File: src/rtl/prng_mmio_responder_pkg.sv
// Shared definitions for the PRNG memory-mapped responder: register offsets,
// channel state encoding and the xorshift32 step function.
package prng_mmio_responder_pkg;

  // Default placement of the PRNG window in the SoC address map.
  localparam logic [31:0] PRNG_BASE_ADDRESS  = 32'h4000_0000;

  // Register offsets inside the two-word window.
  localparam logic [31:0] PRNG_SEED_OFFSET   = 32'h0000_0000;
  localparam logic [31:0] PRNG_RANDOM_OFFSET = 32'h0000_0004;

  // Per-channel handshake state: a request moves IDLE to RESPOND for one cycle.
  typedef enum logic {
    CH_IDLE    = 1'b0,
    CH_RESPOND = 1'b1
  } chan_state_e;

  // One xorshift32 step (13, 17, 5), every shift truncated to 32 bits.
  function automatic logic [31:0] xorshift32_step(input logic [31:0] x);
    logic [31:0] v;
    v = x;
    v = v ^ (v << 13);
    v = v ^ (v >> 17);
    v = v ^ (v << 5);
    return v;
  endfunction

endpackage

File: src/rtl/prng_mmio_responder.sv
// Slave endpoint for the PRNG slot. Decodes the SEED/RANDOM window and
// answers each read or write request with a one-cycle registered done pulse,
// plus error flag and read data that are valid only during that pulse.
module prng_mmio_responder
  import prng_mmio_responder_pkg::*;
#(
  parameter int                    ADDR_WIDTH   = 32,
  parameter logic [ADDR_WIDTH-1:0] BASE_ADDRESS = ADDR_WIDTH'(PRNG_BASE_ADDRESS),
  parameter logic [31:0]           DEFAULT_SEED = 32'hDEAD_BEEF
) (
  input  logic                  clk_i,
  input  logic                  rst_n_i,
  input  logic                  write_i,
  input  logic [ADDR_WIDTH-1:0] write_address_i,
  input  logic [31:0]           write_data_i,
  input  logic [3:0]            write_strobe_i,
  output logic                  write_done_o,
  output logic                  write_error_o,
  input  logic                  read_i,
  input  logic [ADDR_WIDTH-1:0] read_address_i,
  output logic [31:0]           read_data_o,
  output logic                  read_done_o,
  output logic                  read_error_o
);

  localparam logic [ADDR_WIDTH-1:0] SEED_OFF   = ADDR_WIDTH'(PRNG_SEED_OFFSET);
  localparam logic [ADDR_WIDTH-1:0] RANDOM_OFF = ADDR_WIDTH'(PRNG_RANDOM_OFFSET);

  chan_state_e r_wr_state, w_wr_state_nxt;
  chan_state_e r_rd_state, w_rd_state_nxt;

  logic [31:0] r_state;
  logic [31:0] r_seed;
  logic        r_write_error;
  logic        r_read_error;
  logic [31:0] r_read_data;

  logic [ADDR_WIDTH-1:0] w_wr_offset;
  logic [ADDR_WIDTH-1:0] w_rd_offset;
  logic                  w_wr_seed_ok;
  logic                  w_rd_random;
  logic [31:0]           w_next_state;
  logic [31:0]           w_rd_data_d;
  logic                  w_rd_error_d;

  // Offsets relative to the window; addresses below the base wrap to a large
  // offset and therefore decode as errors, as do misaligned addresses.
  assign w_wr_offset  = write_address_i - BASE_ADDRESS;
  assign w_rd_offset  = read_address_i - BASE_ADDRESS;
  assign w_next_state = xorshift32_step(r_state);

  // Only a full-word, non-zero write to SEED is accepted; zero would lock the generator.
  assign w_wr_seed_ok = write_i && (w_wr_offset == SEED_OFF) &&
                        (write_strobe_i == 4'hF) && (write_data_i != 32'h0000_0000);
  assign w_rd_random  = read_i && (w_rd_offset == RANDOM_OFF);

  // Read response decode: SEED returns the pre-write seed, RANDOM the next state.
  always_comb begin
    w_rd_data_d  = 32'h0000_0000;
    w_rd_error_d = 1'b0;
    if (read_i) begin
      if (w_rd_offset == SEED_OFF) begin
        w_rd_data_d = r_seed;
      end else if (w_rd_offset == RANDOM_OFF) begin
        w_rd_data_d = w_next_state;
      end else begin
        w_rd_error_d = 1'b1;
      end
    end else begin
      w_rd_data_d  = 32'h0000_0000;
      w_rd_error_d = 1'b0;
    end
  end

  // Channel next-state: any request enters RESPOND, including one arriving in RESPOND.
  always_comb begin
    w_wr_state_nxt = CH_IDLE;
    w_rd_state_nxt = CH_IDLE;
    case (r_wr_state)
      CH_IDLE:    w_wr_state_nxt = write_i ? CH_RESPOND : CH_IDLE;
      CH_RESPOND: w_wr_state_nxt = write_i ? CH_RESPOND : CH_IDLE;
      default:    w_wr_state_nxt = CH_IDLE;
    endcase
    case (r_rd_state)
      CH_IDLE:    w_rd_state_nxt = read_i ? CH_RESPOND : CH_IDLE;
      CH_RESPOND: w_rd_state_nxt = read_i ? CH_RESPOND : CH_IDLE;
      default:    w_rd_state_nxt = CH_IDLE;
    endcase
  end

  // Channel state registers; reset drops any pending done pulse.
  always_ff @(posedge clk_i or negedge rst_n_i) begin
    if (!rst_n_i) begin
      r_wr_state <= CH_IDLE;
      r_rd_state <= CH_IDLE;
    end else begin
      r_wr_state <= w_wr_state_nxt;
      r_rd_state <= w_rd_state_nxt;
    end
  end

  // Generator state and seed; a valid seed write takes priority over a RANDOM read.
  always_ff @(posedge clk_i or negedge rst_n_i) begin
    if (!rst_n_i) begin
      r_state <= DEFAULT_SEED;
      r_seed  <= DEFAULT_SEED;
    end else if (w_wr_seed_ok) begin
      r_state <= write_data_i;
      r_seed  <= write_data_i;
    end else if (w_rd_random) begin
      r_state <= w_next_state;
    end
  end

  // Response flags and data, captured with the request and zero otherwise.
  always_ff @(posedge clk_i or negedge rst_n_i) begin
    if (!rst_n_i) begin
      r_write_error <= 1'b0;
      r_read_error  <= 1'b0;
      r_read_data   <= 32'h0000_0000;
    end else begin
      r_write_error <= write_i && !w_wr_seed_ok;
      r_read_error  <= w_rd_error_d;
      r_read_data   <= w_rd_data_d;
    end
  end

  assign write_done_o  = (r_wr_state == CH_RESPOND);
  assign write_error_o = r_write_error;
  assign read_done_o   = (r_rd_state == CH_RESPOND);
  assign read_error_o  = r_read_error;
  assign read_data_o   = r_read_data;

endmodule
File: config.mk
export PLATFORM = sky130hd
export DESIGN_NAME = prng_mmio_responder
export DESIGN_NICKNAME = d
export VERILOG_FILES = /design/src/rtl/prng_mmio_responder_pkg.sv /design/src/rtl/prng_mmio_responder.sv
export SDC_FILE = /design/constraint.sdc
export NUM_CORES = 1
export LEC_CHECK = 0
export ABC_AREA = 1
export BUFFER_PORTS_ARGS = -buffer_cell sky130_fd_sc_hd__buf_2
export CAP_MARGIN = 20
export CORE_UTILIZATION = 54
export CTS_BUF_LIST = sky130_fd_sc_hd__clkbuf_4 sky130_fd_sc_hd__clkbuf_8 sky130_fd_sc_hd__clkbuf_16
export DETAILED_ROUTE_END_ITERATION = 12
export GPL_TIMING_DRIVEN = 1
export PLACE_DENSITY_LB_ADDON = 0.05
export RECOVER_POWER = 50
export SLEW_MARGIN = 20
export SYNTH_ARGS = -nofsm -noshare
export SYNTH_HDL_FRONTEND = slang
export SYNTH_SLANG_ARGS = --single-unit
File: constraint.sdc
create_clock -name clk_i -period 1.9 [get_ports clk_i]
set_input_delay 0.095 -clock clk_i [delete_from_list [all_inputs] [get_ports clk_i]]
set_output_delay 0.095 -clock clk_i [all_outputs]
set_load 0.03 [all_outputs]
==> impl_metrics.env <==
export IMPL_clockPowerShare_pct=37.4
export IMPL_final_antenna_net_count=0
export IMPL_power_leakage_uw=0.00343
export IMPL_die_y_um=103
export IMPL_synth_net_count=889
export IMPL_synth_adder_area_share_pct=0
export IMPL_min_path_type="in2reg"
export IMPL_num_rows=36
export IMPL_outcome="finished clean"
export IMPL_seqPwrFrac_pct=55.7
export IMPL_hp_start="write_data_i[20]"
export IMPL_r2r_end="read_data_o[25]"
export IMPL_placed_cells_incl_taps=1034
export IMPL_clockBufferDepth=2
export IMPL_wl_mm=16.9
export IMPL_grt_setup_unrepaired="no"
export IMPL_power_uw=3840
export IMPL_synth_mux_area_share_pct=0
export IMPL_post_cts_repair_setup_buffers=0
export IMPL_cts_buffers_inserted=9
export IMPL_synthArstFlopShare_pct=100
export IMPL_syn2layout_area_growth_pct=22.4
export IMPL_antenna_found_initial=0
export IMPL_cp_cell_sequence="dlygate4sd3_1 -> buf_2 -> nor2_1 -> nand4_1 -> nor2_1 -> nand2_1 -> nand2_2 -> buf_4 -> nand3_1 -> nand3_1"
export IMPL_vdd_drop_max_v=0.000492
export IMPL_fin_tns_setup_ps=0
export IMPL_finish_cell_count_without_fillers=1074
export IMPL_place_detailed_hpwl_mm=12.2
export IMPL_cts_sinks=100
export IMPL_worst_slew_pin_tran_ps=1340
export IMPL_ctsHtreeMaxLevel=3
export IMPL_synthDistinctLibCells=23
export IMPL_maxSlewHeadroom_pct=11.0
export IMPL_power_density_mw_per_mm2=566
export IMPL_drive_gt1_share_pct=21.9
export IMPL_cap_viol_max_count=0
export IMPL_gp_congestion=0.933
export IMPL_cp_top_family="simple AND/OR/NAND/NOR gates"
export IMPL_hold_vio_cnt_final=0
export IMPL_global_route_wire_length_before_repair_mm=26.4
export IMPL_vias=5706
export IMPL_fin_crit_sh_pct=96.1
export IMPL_setup_worst_path_start_class="primary input"
export IMPL_synth_top_family_by_area="simple AND/OR/NAND/NOR gates"
export IMPL_postSynthAreaPerCell_um2=7.06
export IMPL_clk_insertion_delay_late_ps=400
export IMPL_crit_type="in2reg"
export IMPL_timing_final_max_slew_violations=0
export IMPL_synthesis_yosys_warnings=0
export IMPL_ios=140
export IMPL_dominantRegCellSynth="sky130_fd_sc_hd__dfrtp_1"
export IMPL_drc_errors=0
export IMPL_synth_xor_xnor_area_share_pct=2.21
export IMPL_nNetsFinal=1041
export IMPL_r2r_worst_path_cells=6
export IMPL_post_synth_and_or_nand_nor_area_fraction_pct=40.7
export IMPL_synth_compound_area_share_pct=3.27
export IMPL_placed_standard_cell_area_mm2=0.00637
export IMPL_synthCells=785
export IMPL_final_design_area_no_fill_mm2=0.00679
export IMPL_f_max_mhz=547
export IMPL_min_tclk_post_route_ps=1830
export IMPL_worst_setup_hold_path_clk_slew_ps=90
export IMPL_p_int_uw=2970
export IMPL_floorplan_die_width_um=103
export IMPL_groute_usage_overall_pct=33.9
export IMPL_core_area_mm2=0.00986
export IMPL_clock_skew_ps=17.0
export IMPL_critPathMaxStageDelay_ps=540
export IMPL_numPortBuffers=139
export IMPL_largest_net_degree_at_the_start_of_global_routing=101
export IMPL_p_comb_share_pct=7.0
export IMPL_cp_buffers_inverters=3
export IMPL_antenna_cells_inserted=0
export IMPL_timing_hold_worst_path_depth=3
export IMPL_drt_pass1_iter_count=5
export IMPL_initial_utilization_pct=56.2
export IMPL_sw_frac_of_total_pct=22.7
export IMPL_clock_root_buffer="sky130_fd_sc_hd__clkbuf_8"
export IMPL_worst_r2r_startpoint="r_state[12]"
export IMPL_post_drt_via_cell_ratio=5.31
export IMPL_worst_endpoint_required_ps=2230
export IMPL_synth_area_mm2=0.00554
export IMPL_crit_path_end_kind="flop"
export IMPL_grt_overflow_total=0
export IMPL_final_util_pct=68.8
export IMPL_synth_seq_area_share_pct=46.2
export IMPL_critical_path_max_fanout=38
export IMPL_number_of_flops_mapped_to_enable_cells_by_yosys=0
export IMPL_tritoncts_clock_tree="done"
export IMPL_post_drt_wl_per_cell_um=15.7
export IMPL_critPathSlowestCell="sky130_fd_sc_hd__dlygate4sd3_1"
export IMPL_final_setup_viols=0
export IMPL_first_global_vias=5360
export IMPL_worst_r2r_setup_slack_ps=230
export IMPL_power_switching_uw=870
export IMPL_synth_seq_cells=100
export IMPL_fp_dieArea_mm2=0.0107
export IMPL_timing_critical_path_arrival_ps=2160
export IMPL_drt_iter0_markers=313
export IMPL_min_delay_worst_endpoint="r_seed[20]"
## cells in the final DEF, fill, tap and decap left out
master,synthesis,layout
sky130_fd_sc_hd__a21oi_1,21,21
sky130_fd_sc_hd__nor2_4,1,1
sky130_fd_sc_hd__a21boi_0,1,1
sky130_fd_sc_hd__nand2_2,1,1
sky130_fd_sc_hd__or2_2,6,6
sky130_fd_sc_hd__or2_0,1,1
sky130_fd_sc_hd__clkinv_2,0,1
sky130_fd_sc_hd__dlygate4sd3_1,0,25
sky130_fd_sc_hd__clkbuf_8,0,11
sky130_fd_sc_hd__nand3_2,0,1
sky130_fd_sc_hd__nor2_2,1,1
sky130_fd_sc_hd__and2_1,1,1
sky130_fd_sc_hd__dfstp_2,48,48
sky130_fd_sc_hd__inv_1,70,70
sky130_fd_sc_hd__buf_4,2,6
sky130_fd_sc_hd__clkbuf_1,16,17
sky130_fd_sc_hd__dfrtp_1,52,52
sky130_fd_sc_hd__bufinv_16,0,1
sky130_fd_sc_hd__xnor2_1,14,14
sky130_fd_sc_hd__buf_12,0,2
sky130_fd_sc_hd__nand3_1,157,156
sky130_fd_sc_hd__nor2_1,84,84
sky130_fd_sc_hd__nand4_1,7,7
sky130_fd_sc_hd__buf_2,14,122
sky130_fd_sc_hd__o22ai_1,11,11
sky130_fd_sc_hd__inv_2,1,1
sky130_fd_sc_hd__nand2_1,274,274
sky130_fd_sc_hd__nand3b_1,1,1
sky130_fd_sc_hd__clkbuf_4,0,4
## repair_timing
action / CTS / global route
hold buffers: 25 / 0
resized for setup: 0 / 0
hold endpoints to repair: 83 / 0
## stage by stage
stage                     hold slack, ps  worst slack, ps
after CTS                          0.536             82.3
after detailed placement             196              254
after global routing                17.2             2.57
after floorplan                     -201              527
final                               8.56             73.2
after global placement               192              285
## registers in the layout, indices dropped and copies added (netlist names)
name,flops
write_error_o,1
read_data_o,32
read_done_o,1
r_seed,32
r_state,32
write_done_o,1
read_error_o,1
## routing by layer
| metal | share of wire (%) | global-route usage, % | wire length, µm |
|---|---|---|---|
| met1 | 43 | 43.7 | 7300 |
| met2 | 48 | 56.5 | 8060 |
| met5 | 0 | 0 | 0 |
| met4 | 2.1 | 11.7 | 362 |
| met3 | 6.7 | 7.46 | 1130 |
## worst max-delay path by stage
stage,depth (start not counted),startpoint,slack (ps),endpoint
3_5_place_dp,9,write_data_i[25],250,r_state[0]
3_3_place_gp,6,r_state[11],290,read_data_o[24]
5_1_grt,10,write_data_i[26],3,r_state[0]
4_1_cts,10,write_data_i[25],80,r_state[0]
6_report,10,write_data_i[25],70,r_state[0]
2_1_floorplan,6,r_state[18],530,read_data_o[23]
## cell usage after synthesis, types with 2 or more instances
master                     number  area (µm²)
sky130_fd_sc_hd__a21oi_1       21         105
sky130_fd_sc_hd__buf_2         14        70.1
sky130_fd_sc_hd__buf_4          2        15.0
sky130_fd_sc_hd__clkbuf_1      16        60.1
sky130_fd_sc_hd__dfrtp_1       52        1300
sky130_fd_sc_hd__dfstp_2       48        1260
sky130_fd_sc_hd__inv_1         70         263
sky130_fd_sc_hd__nand2_1      274        1030
sky130_fd_sc_hd__nand3_1      157         786
sky130_fd_sc_hd__nand4_1        7        43.8
sky130_fd_sc_hd__nor2_1        84         315
sky130_fd_sc_hd__o22ai_1       11        68.8
sky130_fd_sc_hd__or2_2          6        37.5
sky130_fd_sc_hd__xnor2_1       14         123
## worst reg2reg max path, stage by stage (launching register included)
cell and delay, ps:
sky130_fd_sc_hd__dfstp_2 610, sky130_fd_sc_hd__inv_1 90, sky130_fd_sc_hd__nand2_1 90, sky130_fd_sc_hd__nand2_1 130, sky130_fd_sc_hd__xnor2_1 230, sky130_fd_sc_hd__or2_2 320
sky130_fd_sc_hd__a21oi_1 130
## cells by family after synthesis
kind of cell           Yosys count
buffers and inverters          104
flip-flops                     100
AO/OA/AOI/OAI                   33
XOR/XNOR                        14
AND/OR/NAND/NOR                534
## final cells by class
type | instances | area, µm²
clock buffers | 13 | 166
repair buffers | 174 | 1020
well taps | 133 | 166
clock inverters | 2 | 35.0
inverters | 71 | 267
multi-input cells | 581 | 2560
fillers | 850 | 3080
flip-flops and latches | 100 | 2560
## power groups by stage
stage / logic (µW) / registers [µW] / clock network, µW
4_1_cts: 275 / 2140 / 1450
2_1_floorplan: 45.0 / 2180 / 0
3_5_place_dp: 235 / 2170 / 0
5_1_grt: 303 / 2140 / 1520
3_3_place_gp: 226 / 2170 / 0
6_report: 267 / 2140 / 1430
Note: power is estimated with default switching activity, not from simulation.
